[src/rtl/round_ctrl.sv]
// Game-round controller: issues the ready request, captures the round target,
// judges the answer against its smallest prime factor and sequences result states.
module round_ctrl #(
  parameter int unsigned OK_TIMEOUT    = 100_000_000,
  parameter int unsigned ANSWER_CYCLES = 500_000_000,
  parameter int unsigned RESULT_CYCLES = 100_000_000,
  parameter int unsigned WIN_SCORE     = 5,
  parameter int unsigned LOSE_SCORE    = 3
) (
  input  logic       CLK,
  input  logic       RST_N,
  input  logic       START,
  input  logic       OK,
  input  logic [3:0] NUM,
  input  logic       ANS_VALID,
  input  logic [3:0] ANS,
  output logic       READY_1P,
  output logic [3:0] STATE,
  output logic [3:0] TARGET,
  output logic [3:0] SCORE,
  output logic [3:0] MISS
);

  // One down-counter covers all three waits, so it is sized for the longest.
  localparam int unsigned MAX_AB  = (OK_TIMEOUT > ANSWER_CYCLES) ? OK_TIMEOUT : ANSWER_CYCLES;
  localparam int unsigned MAX_CYC = (MAX_AB > RESULT_CYCLES) ? MAX_AB : RESULT_CYCLES;
  localparam int          TW      = (MAX_CYC > 1) ? $clog2(MAX_CYC) : 1;

  localparam logic [TW-1:0] OK_LOAD  = TW'(OK_TIMEOUT - 1);
  localparam logic [TW-1:0] ANS_LOAD = TW'(ANSWER_CYCLES - 1);
  localparam logic [TW-1:0] RES_LOAD = TW'(RESULT_CYCLES - 1);
  localparam logic [TW-1:0] ONE      = TW'(1);
  localparam logic [3:0]    WIN_CNT  = 4'(WIN_SCORE);
  localparam logic [3:0]    LOSE_CNT = 4'(LOSE_SCORE);

  typedef enum logic [3:0] {
    S_IDLE    = 4'b0000,
    S_WAIT_OK = 4'b0001,
    S_PLAY    = 4'b0010,
    S_DRAW    = 4'b0110,
    S_GOOD    = 4'b1000,
    S_OUCH    = 4'b1001,
    S_WIN     = 4'b1010,
    S_LOSE    = 4'b1011
  } state_t;

  state_t        state, state_n;
  logic [TW-1:0] timer, timer_n;
  logic [3:0]    target, target_n;
  logic [3:0]    score, score_n;
  logic [3:0]    miss, miss_n;
  logic          ready, ready_n;
  logic [3:0]    score_inc, miss_inc;

  function automatic logic [3:0] smallest_prime(input logic [3:0] t);
    case (t)
      4'd2, 4'd4, 4'd6, 4'd8: smallest_prime = 4'd2;
      4'd3, 4'd9:             smallest_prime = 4'd3;
      4'd5:                   smallest_prime = 4'd5;
      4'd7:                   smallest_prime = 4'd7;
      default:                smallest_prime = 4'd0;
    endcase
  endfunction

  assign score_inc = (score == 4'd15) ? score : score + 4'd1;
  assign miss_inc  = (miss == 4'd15) ? miss : miss + 4'd1;

  // NOTE: every output of this block gets a default first, so no path can infer a latch.
  always_comb begin
    state_n  = state;
    timer_n  = timer;
    target_n = target;
    score_n  = score;
    miss_n   = miss;
    ready_n  = 1'b0;
    case (state)
      S_IDLE: begin
        if (START) begin
          ready_n = 1'b1;
          state_n = S_WAIT_OK;
          timer_n = OK_LOAD;
        end
      end
      S_WAIT_OK: begin
        if (OK) begin
          target_n = NUM;
          state_n  = S_PLAY;
          timer_n  = ANS_LOAD;
        end else if (timer == '0) begin
          state_n = S_DRAW;
          timer_n = RES_LOAD;
        end else begin
          timer_n = timer - ONE;
        end
      end
      S_PLAY: begin
        // An answer on the expiry cycle wins over the timeout.
        if (ANS_VALID && ANS == smallest_prime(target)) begin
          score_n = score_inc;
          state_n = (score_inc == WIN_CNT) ? S_WIN : S_GOOD;
          timer_n = RES_LOAD;
        end else if (ANS_VALID || timer == '0) begin
          miss_n  = miss_inc;
          state_n = (miss_inc == LOSE_CNT) ? S_LOSE : S_OUCH;
          timer_n = RES_LOAD;
        end else begin
          timer_n = timer - ONE;
        end
      end
      S_DRAW, S_GOOD, S_OUCH, S_WIN, S_LOSE: begin
        if (timer == '0) begin
          state_n = S_IDLE;
          timer_n = '0;
          if (state == S_WIN || state == S_LOSE) begin
            score_n = 4'd0;
            miss_n  = 4'd0;
          end
        end else begin
          timer_n = timer - ONE;
        end
      end
      default: begin
        state_n = S_IDLE;
        timer_n = '0;
      end
    endcase
  end

  // NOTE: state registers use non-blocking assignments so all update together on the edge.
  always_ff @(posedge CLK or negedge RST_N) begin
    if (!RST_N) begin
      state  <= S_IDLE;
      timer  <= '0;
      target <= 4'd0;
      score  <= 4'd0;
      miss   <= 4'd0;
      ready  <= 1'b0;
    end else begin
      state  <= state_n;
      timer  <= timer_n;
      target <= target_n;
      score  <= score_n;
      miss   <= miss_n;
      ready  <= ready_n;
    end
  end

  assign READY_1P = ready;
  assign STATE    = state;
  assign TARGET   = target;
  assign SCORE    = score;
  assign MISS     = miss;

endmodule

[config.mk]
export PLATFORM = sky130hd
export DESIGN_NAME = round_ctrl
export DESIGN_NICKNAME = d
export VERILOG_FILES = /design/src/rtl/round_ctrl.sv
export SDC_FILE = /design/constraint.sdc
export NUM_CORES = 1
export LEC_CHECK = 0
export CORE_ASPECT_RATIO = 0.9
export CORE_UTILIZATION = 30
export CTS_BUF_LIST = sky130_fd_sc_hd__clkbuf_2
export DETAILED_ROUTE_END_ITERATION = 16
export PLACE_DENSITY = 0.48
export SLEW_MARGIN = 20
export SYNTH_ARGS = -nofsm -noshare
export SYNTH_HDL_FRONTEND = slang
export SYNTH_SLANG_ARGS = --single-unit
[constraint.sdc]
create_clock -name CLK -period 5.3 [get_ports CLK]
set_clock_uncertainty 0.15 [all_clocks]
set_input_delay 1.06 -clock CLK [delete_from_list [all_inputs] [get_ports CLK]]
set_output_delay 1.06 -clock CLK [all_outputs]
set_load 0.01 [all_outputs]
### Yosys cells after proc, flatten, opt, wreduce, memory -nomap -nowiden

Memories as Yosys holds them, arrays and structs flattened.
Cells that the tools add are included.

* register bits after elaboration: 46
* bits of input ports: 13
* memory bits (read-only): 48
* memories: 1
* word-level logic and storage cells: 69

Memory list
* (no name shown): depth 16, bits a word 3, rd ports 1, clocked after Yosys merged registers in 0, wr ports 0, RTL line 56 `case (t)`

* reduce and logical (&&, ||, !) cells: 11
* add/sub/neg operators: 3
* mux-type cells: 28
* equal/unequal tests: 20

Operators by type and width (number)
* $mux W29: 6
* $pmux W29 S4: 1
* $mux W4: 14
* $logic_not A29 Y1: 1
* $sub A29 B1 Y29 const B: 1
* $eq A4 B4 Y1 const B: 6
* $pmux W4 S2: 2
* $pmux W4 S4: 1
* $ne A2 B2 Y1 const B: 6
* $add A4 B1 Y4 const B: 2
* $eq A4 B2 Y1 const B: 2
* $eq A4 B3 Y1 const B: 2
* $reduce_and A4 Y1: 2
* $ne A3 B3 Y1 const B: 2
* $reduce_and A5 Y1: 1
* $reduce_or A5 Y1: 1
* $eq A4 B1 Y1 const B: 1
* $eq A4 B4 Y1: 1
* $logic_not A4 Y1: 1
* $mux W2: 2
* $logic_or A1 B1 Y1: 2
* $mux W1: 2
* $reduce_and A2 Y1: 1
* $reduce_bool A2 Y1: 1
* $logic_and A1 B1 Y1: 1

### Longest topological paths before layout

Gate-level depths: netlist of the first run.

* word-level depth: 7
* gate-level depth with buffers: 10

### Worst setup path after synthesis of the first run

Ideal clock, no wire load.

* path type: input to register
* from: in ANS[1]
* to: reg score[1], in the netlist SCORE[1]
* arrival time: 2513 ps
* path buffers: 0
* data required time: 5066 ps
* setup time: 84 ps
* path slack: 2554 ps
* cell stages on the path: 6
* cells stage by stage: nor4bb_1 > o21ai_0 > a2111oi_4 > nand2_1 > mux2_2 > o22ai_1

* word-level cells in the longest chain between the ends: 4

RTL lines
* start: declaration: RTL line 16 `input logic [3:0] ANS,`
* $eq A4 B4 Y1: RTL line 98 `if (ANS_VALID && ANS == smallest_prime(target)) begin`
* $logic_and A1 B1 Y1: RTL line 98
* $ne A2 B2 Y1 (no source line)
* $reduce_and A4 Y1 (no source line)
* end signal: assignment: RTL line 142 `score <= score_n;`
* end: declaration: RTL line 50 `logic [3:0] score, score_n;`

Every way passes these cells.
A chain may end at the register's enable or synchronous reset.

### Final worst setup path of the first run

* from: in ANS[1]
* to: reg miss[2], in the netlist MISS[2]

* word-level cells in the longest chain between the ends: 4

RTL lines
* $eq A4 B4 Y1: RTL line 98
* $logic_and A1 B1 Y1: RTL line 98
* $ne A2 B2 Y1 (no source line)
* $reduce_and A5 Y1 (no source line)
* end signal: assignment: RTL line 143 `miss <= miss_n;`
* end: declaration: RTL line 51 `logic [3:0] miss, miss_n;`

Every way passes these cells.

==> qor.tcl, run 1 <==
set qor(syn_inst) 356
set qor(die_y_um) 97.31
set qor(worst-endpoint-required_ns) 5.53
set qor(number_of_synthesized_register_bits) 46
set qor(power_per_cell_area_nw_per_um2) 560.1
set qor(maximum_single_stage_delay_on_the_critical_path_ns) 0.61
set qor(ctsRootBufferMaster) {sky130_fd_sc_hd__clkbuf_2}
set qor(gp_congestion) 0.8551
set qor(worst-r2r-cell-count) 6
set qor(worst_pin_slew_ns) 0.9909
set qor(tritoncts.num_buffers) 5
set qor(cts-resized-gates) 0
set qor(final_cycle_share) 0.5895
set qor(grt_setup_unrepaired) {no}
set qor(grt_max_degree) 47
set qor(number_of_vias_per_cell_after_detailed_routing) 5.590
set qor(remaining_drc_errors) 0
set qor(worst_min_delay_path_category) {flip-flop to flip-flop}
set qor(post_synth.cell_area_avg_um2) 8.505
set qor(antenna-diode-count) 0
set qor(crit_path_start_kind) {input pin}
set qor(holdPathStages) 1
set qor(synth.mux.area_fraction) 0.03223
set qor(clock_latency_ns) 0.44
set qor(finalHoldViolations) 0
set qor(ir_worst_vdd_v) 0.0002269
set qor(total_congestion_overflow_after_global_routing) 0
set qor(outcome) {finished clean}
set qor(ys.flop_type) {sky130_fd_sc_hd__dfrtp_1}
set qor(num_vias) 2834
set qor(share_of_the_synthesized_area_in_compound_gates_ao_oa_aoi_oai) 0.2252
set qor(cts.repair_timing.setup_buffer_count) 0
set qor(fp.dieW_um) 107.9
set qor(worstPathCellList) {clkdlybuf4s50_1 > nor4bb_1 > o21ai_0 > a2111oi_4 > o31a_1 > nand2b_1 > a2bb2oi_1}
set qor(post_cts_hold_fix_bufs) 0
set qor(grt_pass1_wl_um) 14150
set qor(synth_enable_flop_cells) 0
set qor(post_drt_wl_per_cell_um) 17.26
set qor(timing.final.setup_violations) 0
set qor(final_max_slew_viol_count) 0
set qor(final.setup.worst_slack_ns) 2.175
set qor(fin_hold_ws_ns) 0.3979
set qor(slowest_library_cell_on_the_worst_path) {sky130_fd_sc_hd__a2111oi_4}
set qor(drt_first_iter_violations) 253
set qor(crit_cells) 7
set qor(worstPathBufferInverterCount) 1
set qor(timing.critical_path.to_type) {flip-flop}
set qor(cts.reportedPaths.clkPinSlew_ns) 0.24
set qor(buffer_ports.inserted) 29
set qor(syn_nets) 374
set qor(critical_path_peak_fanout) 9
set qor(post_placement_setup_slack_ns) 1.712
set qor(leakagePower_nw) 1.301
set qor(cts_tree) {built}
set qor(final.setup.tns_ns) 0
set qor(synth_simple_gate_area_share) 0.2934
set qor(drive_gt1_frac) 0.07612
set qor(maxSlewHeadroom) 0.3364
set qor(max_clock_freq_ghz) 0.3200
set qor(top_level_ports) 30
set qor(finalWorstPathRequiredPeriod_ns) 3.125
set qor(cts_max_path_buffers) 2
set qor(drv_cap) 0
set qor(overall_die_area_um2) 10500
set qor(finalCoreUtilization) 0.3563
set qor(synth_fa_ha_area_frac) 0.02066
set qor(area_growth_pct) 14.63
set qor(number_of_warning_messages_in_the_yosys_log) 0
set qor(antenna_found_initial) 0
set qor(first_global_vias) 2650
set qor(drt_pre_antenna_iters) 5
set qor(synth_top_family_by_area) {simple AND/OR/NAND/NOR gates}
set qor(cpLargestDelayFamily) {compound AO/OA/AOI/OAI gates}
set qor(mappedNetlistArea_um2) 3028
set qor(globalRouteTotalUtil) 0.1742
set qor(placement_row_count) 34
set qor(wp_data_arrival_ns) 3.36
set qor(layout.nets) 398
set qor(ant_nets) 0
set qor(ctsHtreeMaxLevel) 2
set qor(critical_path_class) {input pin to flip-flop}
set qor(initial_core_util) 0.3108
set qor(detailedPlacementHpwl_um) 6121
set qor(routed_wirelength_um) 8753
set qor(number_of_sinks_handled_by_clock_tree_synthesis) 46
set qor(synth-async-reset-ratio) 1.000
set qor(core_um2) 9742
set qor(library_cells_used_by_synthesis) 60
set qor(xor_xnor_share_of_the_synthesized_area) 0.01446
set qor(synth-seq-area-share) 0.3802
==> worst paths after layout <==
path,from,end,slack [ns]
worst max-delay path,ANS[1],MISS[2]$_DFFE_PN0P_,2.18
worst min-delay path,timer[0]$_DFFE_PN0N_,timer[0]$_DFFE_PN0N_,0.40
max in group asynchronous,RST_N,MISS[3]$_DFFE_PN0P_,4.06
worst max register to register,STATE[1]$_DFFE_PN0P_,STATE[2]$_DFFE_PN0P_,2.23
min in group asynchronous,RST_N,SCORE[3]$_DFFE_PN0P_,0.53
worst min register to register,timer[0]$_DFFE_PN0N_,timer[0]$_DFFE_PN0N_,0.40
==> layout make-up <==
class | count | area [µm²]
clock buffers | 5 | 25.02
clock inverters | 3 | 11.26
fillers | 1024 | 6271
inverters | 11 | 41.29
multi-input cells | 284 | 1777
flip-flops and latches | 46 | 1151
well taps | 126 | 157.7
repair buffers | 32 | 307.8
==> cells in the mapped netlist (2+ instances only) <==
cell	number	share of area
sky130_fd_sc_hd__a211oi_1	2	0.0050
sky130_fd_sc_hd__a21oi_1	17	0.028
sky130_fd_sc_hd__a22oi_1	2	0.0050
sky130_fd_sc_hd__a31oi_1	5	0.010
sky130_fd_sc_hd__and2_1	5	0.010
sky130_fd_sc_hd__buf_2	4	0.0066
sky130_fd_sc_hd__clkbuf_1	11	0.014
sky130_fd_sc_hd__dfrtp_1	46	0.38
sky130_fd_sc_hd__ha_1	5	0.021
sky130_fd_sc_hd__inv_1	11	0.014
sky130_fd_sc_hd__mux2_2	6	0.022
sky130_fd_sc_hd__mux2i_1	3	0.0099
sky130_fd_sc_hd__nand2_1	35	0.043
sky130_fd_sc_hd__nand2b_1	7	0.014
sky130_fd_sc_hd__nand3_1	21	0.035
sky130_fd_sc_hd__nand3b_1	4	0.0099
sky130_fd_sc_hd__nand4_1	6	0.012
sky130_fd_sc_hd__nor2_1	34	0.042
sky130_fd_sc_hd__nor2b_1	5	0.010
sky130_fd_sc_hd__nor3_1	19	0.031
sky130_fd_sc_hd__nor3_2	2	0.0066
sky130_fd_sc_hd__nor4_1	4	0.0083
sky130_fd_sc_hd__nor4_2	3	0.012
sky130_fd_sc_hd__nor4b_1	2	0.0058
sky130_fd_sc_hd__o211ai_1	9	0.022
sky130_fd_sc_hd__o21ai_0	32	0.053
sky130_fd_sc_hd__o22ai_1	3	0.0062
sky130_fd_sc_hd__o311ai_0	6	0.017
sky130_fd_sc_hd__o31a_1	3	0.0087
sky130_fd_sc_hd__o31ai_1	5	0.012
sky130_fd_sc_hd__o41ai_1	3	0.0087
sky130_fd_sc_hd__or2_2	2	0.0041
sky130_fd_sc_hd__or3_1	3	0.0062
sky130_fd_sc_hd__or4b_2	2	0.0066
sky130_fd_sc_hd__xnor2_1	4	0.012
==> cells by family after synthesis <==
kind of cell,after synthesis
and+or+nand+nor,163
AOI/OAI and AO/OA,102
DFF,46
buffers and inverters,26
muxes,9
xor gates and xnor gates,5
adders and majority gates,5
==> stage by stage <==
step	cell area [µm²]	total power, mW	cells
after global routing	3471	2.115	507
final	3471	1.944	507
after floorplan	3028	1.426	356
after CTS	3471	1.945	507
after detailed placement	3435	1.792	499
after global placement	3435	1.795	499
==> metal layers <==
layer	share of wire	vias up	track usage
li1	-	1374	-
met4	0.012	0	0.04953
met3	0.050	10	0.02347
met2	0.42	79	0.2377
met5	0	-	0
met1	0.52	1371	0.2785
==> flip-flops by register name (all words and copies together) (netlist names) <==
| signal | cells |
|---|---|
| READY_1P | 1 |
| TARGET | 4 |
| timer | 29 |
| STATE | 4 |
| SCORE | 4 |
| MISS | 4 |
==> power by group <==
part / internal [mW] / switching, mW
combinational: 0.466 / 0.640
sequential: 0.494 / 0.198
clock: 0.0282 / 0.118
total: 0.988 / 0.956
==> cell usage in the layout (no fill, tap or decap), types with 5 or more instances in the layout <==
cell and n:
sky130_fd_sc_hd__ha_1 5, sky130_fd_sc_hd__clkdlybuf4s50_1 28, sky130_fd_sc_hd__clkbuf_2 5, sky130_fd_sc_hd__nand3_1 21, sky130_fd_sc_hd__mux2_2 6, sky130_fd_sc_hd__dfrtp_1 46
sky130_fd_sc_hd__o31ai_1 5, sky130_fd_sc_hd__o21ai_0 32, sky130_fd_sc_hd__a21oi_1 17, sky130_fd_sc_hd__a31oi_1 5, sky130_fd_sc_hd__nand4_1 6, sky130_fd_sc_hd__nor3_1 19
sky130_fd_sc_hd__nand2b_1 7, sky130_fd_sc_hd__o211ai_1 9, sky130_fd_sc_hd__o311ai_0 6, sky130_fd_sc_hd__inv_1 11, sky130_fd_sc_hd__nor2_1 34, sky130_fd_sc_hd__and2_1 5
sky130_fd_sc_hd__nand2_1 35
==> worst reg2reg max path, cell delays in order (launching register included) <==
cell and delay (ns):
sky130_fd_sc_hd__dfrtp_1 0.57, sky130_fd_sc_hd__or4b_2 0.73, sky130_fd_sc_hd__nor2_1 0.23, sky130_fd_sc_hd__nor3_1 0.13, sky130_fd_sc_hd__nor2_1 0.71, sky130_fd_sc_hd__nor2_1 0.15
sky130_fd_sc_hd__mux2_2 0.32
Note: power is estimated with default switching activity, not from simulation.
==> run 2: changes to the inputs <==
--- a/config.mk
+++ b/config.mk
@@ -9,7 +9,7 @@
 export CORE_UTILIZATION = 30
 export CTS_BUF_LIST = sky130_fd_sc_hd__clkbuf_2
 export DETAILED_ROUTE_END_ITERATION = 16
-export PLACE_DENSITY = 0.48
+export PLACE_DENSITY = 0.5
 export SLEW_MARGIN = 20
 export SYNTH_ARGS = -nofsm -noshare
 export SYNTH_HDL_FRONTEND = slang
==> constraint.sdc (replaced) <==
create_clock -name CLK -period 2.6 [get_ports CLK]
set_clock_uncertainty 0.15 [all_clocks]
set_input_delay 0.52 -clock CLK [delete_from_list [all_inputs] [get_ports CLK]]
set_output_delay 0.52 -clock CLK [all_outputs]
set_load 0.01 [all_outputs]
==> run 2 against run 1 <==
  * Final area is 11% higher
  * Critical path depth stayed put
  * Clock power is 120% higher
  * Via count is 4.2% higher
  * Sequential share of layout area is 3.2 points lower
  * Critical endpoint is now MISS[1]$_DFFE_PN0P_
  * Highest routed layer unchanged
==> qor.tcl, run 2 (synthesis gave the netlist of run 1 again) <==
set qor(mostFrequentLayoutCell) {sky130_fd_sc_hd__buf_4}
set qor(core_um2) 9742
set qor(area_growth_pct) 27.31
set qor(detailedPlacementHpwl_um) 6769
set qor(maximum_single_stage_delay_on_the_critical_path_ns) 0.50
set qor(drv_cap) 0
set qor(ir_worst_vdd_v) 0.0005021
set qor(worst-r2r-cell-count) 7
set qor(grt_max_degree) 26
set qor(post_drt_wl_per_cell_um) 16.25
set qor(ctsRootBufferMaster) {sky130_fd_sc_hd__clkbuf_2}
set qor(r2r_end) {MISS[1]$_DFFE_PN0P_}
set qor(final_max_slew_viol_count) 0
set qor(cpLargestDelayFamily) {simple AND/OR/NAND/NOR gates}
set qor(worstPathCellList) {nor4_2 > buf_4 > nand4b_4 > or3_1 > and2_4 > o41ai_1 > o21ai_1}
set qor(multi_input_area_um2) 1793
set qor(worst_min_delay_path_category) {input pin to asynchronous set/reset pin}
set qor(critical_path_peak_fanout) 5
set qor(grt_pass1_wl_um) 14990
set qor(grt_setup_unrepaired) {no}
set qor(die_y_um) 97.31
set qor(placement_row_count) 34
set qor(timing.final.setup_violations) 0
set qor(number_of_vias_per_cell_after_detailed_routing) 5.350
set qor(leakagePower_nw) 1.525
set qor(worstPathBufferInverterCount) 1
set qor(tritoncts.num_buffers) 5
set qor(maxSlewHeadroom) 0.6447
set qor(cts.reportedPaths.clkPinSlew_ns) 0.26
set qor(worst-endpoint-required_ns) 2.80
set qor(largest_register_ff_count) 29
set qor(fillers) 956
set qor(antenna-diode-count) 0
set qor(power_per_cell_area_nw_per_um2) 1117
set qor(routed_wirelength_um) 8968
set qor(topRoutingLayerUsed) {met4}
set qor(top_level_ports) 30
set qor(antenna_found_initial) 0
set qor(total_congestion_overflow_after_global_routing) 0
set qor(met3RoutedLength_um) 592
set qor(gp_congestion) 0.8141
set qor(timing.reg2reg.setup_slack_ns) 0.13
set qor(num_vias) 2953
set qor(critical_path_class) {flip-flop to flip-flop}
set qor(finalWorstPathRequiredPeriod_ns) 2.468
set qor(overall_die_area_um2) 10500
set qor(globalRouteTotalUtil) 0.1821
set qor(first_global_vias) 2861
set qor(fp.dieW_um) 107.9
set qor(layout.cells.non_filler) 552
set qor(number_of_sinks_handled_by_clock_tree_synthesis) 46
set qor(buffer_ports.inserted) 29
set qor(drt_pre_antenna_iters) 4
set qor(final.setup.tns_ns) 0
set qor(crit_path_start_kind) {flip-flop}
set qor(drive_gt1_frac) 0.1972
set qor(slowest_library_cell_on_the_worst_path) {sky130_fd_sc_hd__dfrtp_2}
set qor(final_cycle_share) 0.9492
set qor(drt_first_iter_violations) 183
set qor(final-seq-area_um2) 1156
set qor(regMostFlops) {timer}
set qor(ctsHtreeMaxLevel) 2
set qor(worst_pin_slew_ns) 0.5330
set qor(clock_latency_ns) 0.45
set qor(cts_tree) {built}
set qor(remaining_drc_errors) 0
set qor(wp_data_arrival_ns) 2.66
set qor(place.detailed.instances) 542
set qor(r2r-start) {timer[16]$_DFFE_PN0N_}
set qor(initial_core_util) 0.3108
set qor(outcome) {finished clean}
set qor(most-common-layout-cells) {46 x sky130_fd_sc_hd__buf_4, 42 x sky130_fd_sc_hd__dfrtp_1, 34 x sky130_fd_sc_hd__nor2_1, 34 x sky130_fd_sc_hd__nand2_1, 32 x sky130_fd_sc_hd__o21ai_0}
set qor(layout.nets) 443
set qor(met1_length_um) 4423
set qor(finalHoldViolations) 0
set qor(wl_met2_um) 3827
set qor(cts_max_path_buffers) 2
set qor(timing.critical_path.to_type) {flip-flop}
set qor(max_clock_freq_ghz) 0.4052
set qor(ant_nets) 0
==> run 2: worst register-to-register path, stage by stage (launching register included) <==
cell                       delay, ns
sky130_fd_sc_hd__dfrtp_2        0.50
sky130_fd_sc_hd__nor4_2         0.29
sky130_fd_sc_hd__buf_4          0.17
sky130_fd_sc_hd__nand4b_4       0.14
sky130_fd_sc_hd__or3_1          0.50
sky130_fd_sc_hd__and2_4         0.21
sky130_fd_sc_hd__o41ai_1        0.30
sky130_fd_sc_hd__o21ai_1        0.11
==> run 2: routing by layer <==
| metal | track usage | up-vias |
|---|---|---|
| li1 | - | 1471 |
| met5 | 0 | - |
| met2 | 0.2682 | 80 |
| met3 | 0.03353 | 12 |
| met4 | 0.04110 | 0 |
| met1 | 0.2730 | 1390 |
==> run 2: stage by stage <==
stage	hold WS (ns)	utilization	worst slack [ns]	total power, mW	area (µm²)
CTS	0.3886	0.3925	0.09457	4.296	3824
finish	0.3799	0.3957	0.1320	4.307	3855
global placement	0.3675	0.3867	-0.1745	3.957	3767
floorplan	0.07441	-	0.2688	2.906	3028
detailed placement	0.3606	0.3867	-0.1962	3.966	3767
global route	0.3958	0.3957	0.002906	4.697	3855
==> run 2: power breakdown <==
part	switching (mW)	internal [mW]	total [mW]
sequential	0.381	1.01	1.39
clock	0.251	0.0661	0.317
combinational	1.38	1.22	2.60
==> run 2: layout make-up <==
| cell class | count | area share |
|---|---|---|
| clock inverters | 3 | 0.005518 |
| multi-input cells | 284 | 0.4651 |
| well taps | 126 | 0.04090 |
| flip-flops and latches | 46 | 0.2999 |
| clock buffers | 5 | 0.006491 |
| repair buffers | 77 | 0.1714 |
| inverters | 11 | 0.01071 |
==> run 2: worst max path at each step <==
stage	from	endpoint	slack [ns]	depth (start not counted)
2_1_floorplan	timer[16]$_DFFE_PN0N_	MISS[0]$_DFFE_PN0P_	0.27	7
3_3_place_gp	ANS[0]	MISS[0]$_DFFE_PN0P_	-0.17	8
3_5_place_dp	ANS[0]	MISS[1]$_DFFE_PN0P_	-0.20	8
4_1_cts	timer[16]$_DFFE_PN0N_	timer[22]$_DFFE_PN0N_	0.09	8
5_1_grt	STATE[1]$_DFFE_PN0P_	timer[25]$_DFFE_PN0N_	0.003	7
6_report	timer[16]$_DFFE_PN0N_	MISS[1]$_DFFE_PN0P_	0.13	7
==> run 2: timing repair <==
item | CTS | global route
endpoints found under the hold margin | 21 | 0
endpoints found under the setup margin | 0 | 18
gates resized for setup | 0 | 9
hold buffers | 1 | 0
setup buffers | 0 | 1
